[src/rtl/rf_pkg.sv]
// Shared types and default sizing for the sequenced register file.
package rf_pkg;

  localparam int unsigned RF_DEF_WIDTH = 8;
  localparam int unsigned RF_DEF_DEPTH = 16;

  typedef enum logic [1:0] {
    IDLE,
    INIT,
    DUMP,
    DONE
  } rf_state_e;

endpackage

[src/rtl/rf_seq_ctrl.sv]
// Init/dump sequencer: state machine, register index counter and handshake strobes.
module rf_seq_ctrl
  import rf_pkg::*;
#(
  parameter  int unsigned DEPTH  = RF_DEF_DEPTH,
  localparam int unsigned ADDR_W = $clog2(DEPTH)
) (
  input  logic              i_clk,
  input  logic              i_rst,
  input  logic              i_init_req,
  input  logic              i_dump_req,
  output logic              o_seq_we,
  output logic [ADDR_W-1:0] o_seq_addr,
  output logic              o_ext_we_ok,
  output logic              o_dump_fire,
  output logic              o_busy,
  output logic              o_ack,
  output logic              o_dump_valid,
  output logic [ADDR_W-1:0] o_dump_addr
);

  localparam logic [ADDR_W-1:0] LAST_IDX = ADDR_W'(DEPTH - 1);

  rf_state_e         r_state;
  rf_state_e         w_state_nxt;
  logic [ADDR_W-1:0] r_idx;
  logic [ADDR_W-1:0] w_idx_nxt;
  logic              r_ack;
  logic              r_dump_valid;
  logic [ADDR_W-1:0] r_dump_addr;

  always_ff @(posedge i_clk) begin
    if (i_rst) begin
      r_state      <= IDLE;
      r_idx        <= '0;
      r_ack        <= 1'b0;
      r_dump_valid <= 1'b0;
      r_dump_addr  <= '0;
    end else begin
      r_state      <= w_state_nxt;
      r_idx        <= w_idx_nxt;
      r_ack        <= (r_state == DONE);
      r_dump_valid <= (r_state == DUMP);
      if (r_state == DUMP) begin
        r_dump_addr <= r_idx;
      end
    end
  end

  // Terminal index is decoded explicitly; the counter itself just wraps.
  always_comb begin
    w_state_nxt = r_state;
    w_idx_nxt   = r_idx;
    unique case (r_state)
      IDLE: begin
        if (i_init_req) begin
          w_state_nxt = INIT;
          w_idx_nxt   = '0;
        end else if (i_dump_req) begin
          w_state_nxt = DUMP;
          w_idx_nxt   = '0;
        end
      end
      INIT, DUMP: begin
        w_idx_nxt = r_idx + ADDR_W'(1);
        if (r_idx == LAST_IDX) begin
          w_state_nxt = DONE;
        end
      end
      DONE: w_state_nxt = IDLE;
      default: w_state_nxt = IDLE;
    endcase
  end

  assign o_seq_we     = (r_state == INIT);
  assign o_seq_addr   = r_idx;
  assign o_ext_we_ok  = (r_state == IDLE) || (r_state == DUMP);
  assign o_dump_fire  = (r_state == DUMP);
  assign o_busy       = (r_state != IDLE);
  assign o_ack        = r_ack;
  assign o_dump_valid = r_dump_valid;
  assign o_dump_addr  = r_dump_addr;

endmodule

[src/rtl/reg_file_seq.sv]
// Parametrised register file, 2 async read ports, 1 sync write port, init/dump sequencer.
// Optional write-first read forwarding: define RF_WRITE_BYPASS_EN.
module reg_file_seq
  import rf_pkg::*;
#(
  parameter  int unsigned WIDTH  = RF_DEF_WIDTH,
  parameter  int unsigned DEPTH  = RF_DEF_DEPTH,
  localparam int unsigned ADDR_W = $clog2(DEPTH)
) (
  input  logic              Clk,
  input  logic              Reset,
  input  logic              WrEn,
  input  logic [ADDR_W-1:0] WrAddr,
  input  logic [WIDTH-1:0]  WrData,
  input  logic [ADDR_W-1:0] RdAddrA,
  output logic [WIDTH-1:0]  RdDataA,
  input  logic [ADDR_W-1:0] RdAddrB,
  output logic [WIDTH-1:0]  RdDataB,
  input  logic              InitReq,
  input  logic [WIDTH-1:0]  InitValue,
  input  logic              DumpReq,
  output logic              Busy,
  output logic              DumpValid,
  output logic [ADDR_W-1:0] DumpAddr,
  output logic [WIDTH-1:0]  DumpData,
  output logic              Ack
);

  logic [WIDTH-1:0]  r_mem [DEPTH];
  logic [WIDTH-1:0]  r_dump_data;
  logic              w_seq_we;
  logic [ADDR_W-1:0] w_seq_addr;
  logic              w_ext_we_ok;
  logic              w_ext_we;
  logic              w_dump_fire;

  rf_seq_ctrl #(
    .DEPTH (DEPTH)
  ) u_ctrl (
    .i_clk        (Clk),
    .i_rst        (Reset),
    .i_init_req   (InitReq),
    .i_dump_req   (DumpReq),
    .o_seq_we     (w_seq_we),
    .o_seq_addr   (w_seq_addr),
    .o_ext_we_ok  (w_ext_we_ok),
    .o_dump_fire  (w_dump_fire),
    .o_busy       (Busy),
    .o_ack        (Ack),
    .o_dump_valid (DumpValid),
    .o_dump_addr  (DumpAddr)
  );

  assign w_ext_we = WrEn && w_ext_we_ok;

  always_ff @(posedge Clk) begin
    if (Reset) begin
      for (int unsigned i = 0; i < DEPTH; i++) begin
        r_mem[i] <= '0;
      end
    end else if (w_seq_we) begin
      r_mem[w_seq_addr] <= InitValue;
    end else if (w_ext_we) begin
      r_mem[WrAddr] <= WrData;
    end
  end

  // Dump beat samples pre-edge contents, so a same-cycle write is not seen.
  always_ff @(posedge Clk) begin
    if (Reset) begin
      r_dump_data <= '0;
    end else if (w_dump_fire) begin
      r_dump_data <= r_mem[w_seq_addr];
    end
  end

  assign DumpData = r_dump_data;

  always_comb begin
    RdDataA = r_mem[RdAddrA];
    RdDataB = r_mem[RdAddrB];
`ifdef RF_WRITE_BYPASS_EN
    if (w_ext_we && (WrAddr == RdAddrA)) RdDataA = WrData;
    if (w_ext_we && (WrAddr == RdAddrB)) RdDataB = WrData;
`endif
  end

endmodule

[config.mk]
export PLATFORM = sky130hd
export DESIGN_NAME = reg_file_seq
export DESIGN_NICKNAME = d
export VERILOG_FILES = /design/src/rtl/rf_pkg.sv /design/src/rtl/rf_seq_ctrl.sv /design/src/rtl/reg_file_seq.sv
export SDC_FILE = /design/constraint.sdc
export NUM_CORES = 1
export LEC_CHECK = 0
export ABC_AREA = 1
export CORE_MARGIN = 2
export CORE_UTILIZATION = 54
export DETAILED_ROUTE_END_ITERATION = 7
export PLACE_DENSITY_LB_ADDON = 0.15
export SLEW_MARGIN = 30
export SYNTH_ARGS = -nofsm -noshare
export SYNTH_HDL_FRONTEND = slang
export SYNTH_HIERARCHICAL = 1
export SYNTH_SLANG_ARGS = --single-unit
[constraint.sdc]
create_clock -name Clk -period 2.8 [get_ports Clk]
set_clock_uncertainty 0.1 [all_clocks]
set_input_delay 0.84 -clock Clk [delete_from_list [all_inputs] [get_ports Clk]]
set_output_delay 0.84 -clock Clk [all_outputs]
set_load 0.02 [all_outputs]
==> flow_summary.json <==
{
  "status": "finished with violations",
  "violations": "setup timing",
  "worstPathMaxFanout": 19,
  "place_inst": 1531,
  "start_util_pct": 55.67,
  "maxSlewHeadroom_pct": 49.90,
  "grt.overflow.total": 0,
  "ant_nets": 0,
  "combPwrFrac_pct": 35.9,
  "required_ns": 1.86,
  "gr-usage-all-layers_pct": 35.67,
  "drc": 0,
  "grt_pass1_vias": 8585,
  "synth.largest_area_cell": "edfxtp_1",
  "io-pin-count": 64,
  "drive_gt1_share_pct": 17.00,
  "seq_power_share_pct": 35.1,
  "power_frac_clock_pct": 29.0,
  "finalMaxSlewViolations": 0,
  "cts_tree": "yes",
  "synth_edf_count": 128,
  "ctsHtreeMaxLevel": 4,
  "seq_area_frac_synth_pct": 45.65,
  "synthFlopType": "edfxtp_1",
  "portBuffers": 63,
  "post_synth_num_cell_types": 28,
  "syn_inst": 1241,
  "die_w_um": 135.2,
  "fin_cells": 1579,
  "period_needed_ns": 2.867,
  "nNetsFinal": 1385,
  "syn-num-nets": 1280,
  "pwr_density_cell_nw_per_um2": 674.3,
  "grt_pass1_wl_um": 48400,
  "n_antenna_cell": 0,
  "synth_area_leaders": "edfxtp_1 (41%), nand2_1 (12%), nand3_1 (11%), nor2_1 (6.4%), o211ai_1 (5.2%)",
  "final_util_pct": 72.95,
  "dieArea_um2": 18280,
  "yosys-top-cells-count": "nand2_1 (289), nand3_1 (206), nor2_1 (159), edfxtp_1 (128), inv_1 (95)",
  "ctsLongestPathBuffers": 2,
  "rrSetupSlack_ns": 0.25,
  "fillers": 1286,
  "async_flop_share_pct": 0,
  "dr_total_vias": 9830,
  "antenna_found_initial": 0,
  "syn_avg_cell_area_um2": 7.492,
  "clk_pin_slew_ns": 0.07,
  "totalPowerFinal_uw": 8215,
  "ir_worst_vdd_v": 0.0007985,
  "area_growth_pct": 31.03,
  "rows": 47,
  "dp_hpwl_um": 23200,
  "hold_buffers": 0,
  "yosysWarnings": 6,
  "setup_viol": 7,
  "first_pass_iters": 6,
  "synth_area_um2": 9298,
  "max_freq_mhz": 348.8,
  "p_int_uw": 5143,
  "synth.most_common_cell": "nand2_1",
  "hold_viol": 0,
  "cap_violations": 0,
  "start_kind": "input port",
  "end_kind": "output pin",
  "wire_per_inst_um": 21.31,
  "dp_slack_ns": -0.6464,
  "cts_buffers": 17,
  "hp-class": "reg -> reg",
  "gp_congestion": 0.9677,
  "cts_root_buf": "clkbuf_16",
  "coreArea_um2": 16700,
  "die_y_um": 135.2,
  "fin_crit_sh_pct": 102.4,
  "hp-start": "u_ctrl/o_dump_addr[3]",
  "crit_type": "in -> out",
  "p_switching_uw": 3071,
  "grt_start_max_net_pins": 70,
  "reg2reg_from": "u_ctrl/r_state[0]",
  "fin_ws_ns": -0.06692,
  "power.share.switching_pct": 37.39,
  "drt_iter0_drc": 1649,
  "fin_area_um2": 12180,
  "cp-startpoint": "RdAddrA[0]",
  "crit_arrival_ns": 1.93,
  "insertion_delay_ns": 0.44,
  "clkSinkCount": 148,
  "ys_ff_latch": 148,
  "worst_pin_slew_ns": 0.7516,
  "viasPerCell": 6.225,
  "place_area_um2": 10960,
  "synth.top_cell.area_share_pct": 41.34,
  "finalWirelength_um": 33640,
  "p_leak_uw": 0.005163,
  "grt_setup_unrepaired": "yes"
}
## flip-flops by register name, indices dropped and copies added (netlist names)
register / cells
r_mem: 128
DumpData: 8
u_ctrl/o_dump_addr: 4
u_ctrl/o_seq_addr: 4
u_ctrl/r_state: 2
u_ctrl/o_ack: 1
u_ctrl/o_dump_valid: 1
## layer usage
metal | global-route usage [%] | up-vias | share of wire, %
met5 | 0 | - | 0
met4 | 13.14 | 0 | 3.9
met3 | 12.27 | 119 | 15
met2 | 49.94 | 791 | 42
met1 | 51.29 | 4498 | 39
li1 | - | 4422 | -
## worst paths after layout
check | endpoint | cells past startpoint
worst max register to register | r_mem[9][2] | 12
worst max-delay path | RdDataA[7] | 7
worst min-delay path | u_ctrl/o_dump_addr[3] | 2
worst min register to register | u_ctrl/o_dump_addr[3] | 2
## final cells by class
type | count | area (µm²) | area share, %
Clock buffer | 17 | 425.4 | 3.492
Clock inverter | 15 | 185.2 | 1.520
Inverter | 101 | 384.1 | 3.153
Multi-Input combinational cell | 904 | 4427 | 36.34
Sequential cell | 148 | 4245 | 34.85
Tap cell | 220 | 275.3 | 2.259
Timing Repair Buffer | 174 | 2241 | 18.39
## power groups by stage
stage	sequential [µW]	combinational, µW	clock [µW]
floorplan	2900	1570	0
global placement	2900	2730	0
detailed placement	2900	2760	0
CTS	2860	2780	2390
global route	2900	3180	2470
finish	2880	2950	2380
## placed cells by master, fill, tap and decap left out, drive strengths merged
master         netlist  layout
clkdlybuf4s50        0      39
bufinv               0       2
clkinvlp             0       2
o21ai               76      76
o211ai              64      64
nand2              306     306
mux2i                8       8
nor2               166     166
inv                 98     107
edfxtp             128     128
clkinv               3       5
clkdlybuf4s15        0       1
dlygate4sd2          0       3
buf                 25     120
clkbuf              63      28
a21oi               68      68
ha                   6       6
nand4                3       3
nand3              207     207
dfxtp               20      20
## worst max-delay path: stages
cell,delay (ns)
clkbuf_16,0.15
clkbuf_16,0.18
o211ai_1,0.22
nand3_1,0.15
nand3_1,0.12
nand2_1,0.09
buf_4,0.16
## cells by family after synthesis
group | synth area share [%]
compound gates | 12.96
fa+ha+maj | 0.8074
buf+inv | 7.913
flops | 45.65
mux | 1.144
simple gates | 31.53
## per-stage QoR
step	hold slack (ns)	setup TNS, ns
after floorplan	0.3733	0
after global placement	0.3940	-26.49
after detailed placement	0.4029	-30.84
after CTS	0.4333	0
after global routing	0.4559	-0.4058
final	0.4328	-0.1376
## timing repair
action,CTS,global route
gates resized for setup,104,78
setup endpoints to repair,17,33
pin swaps,20,29
buffers inserted,1,0
gates cloned,4,11
Note: power is estimated with default switching activity, not from simulation.
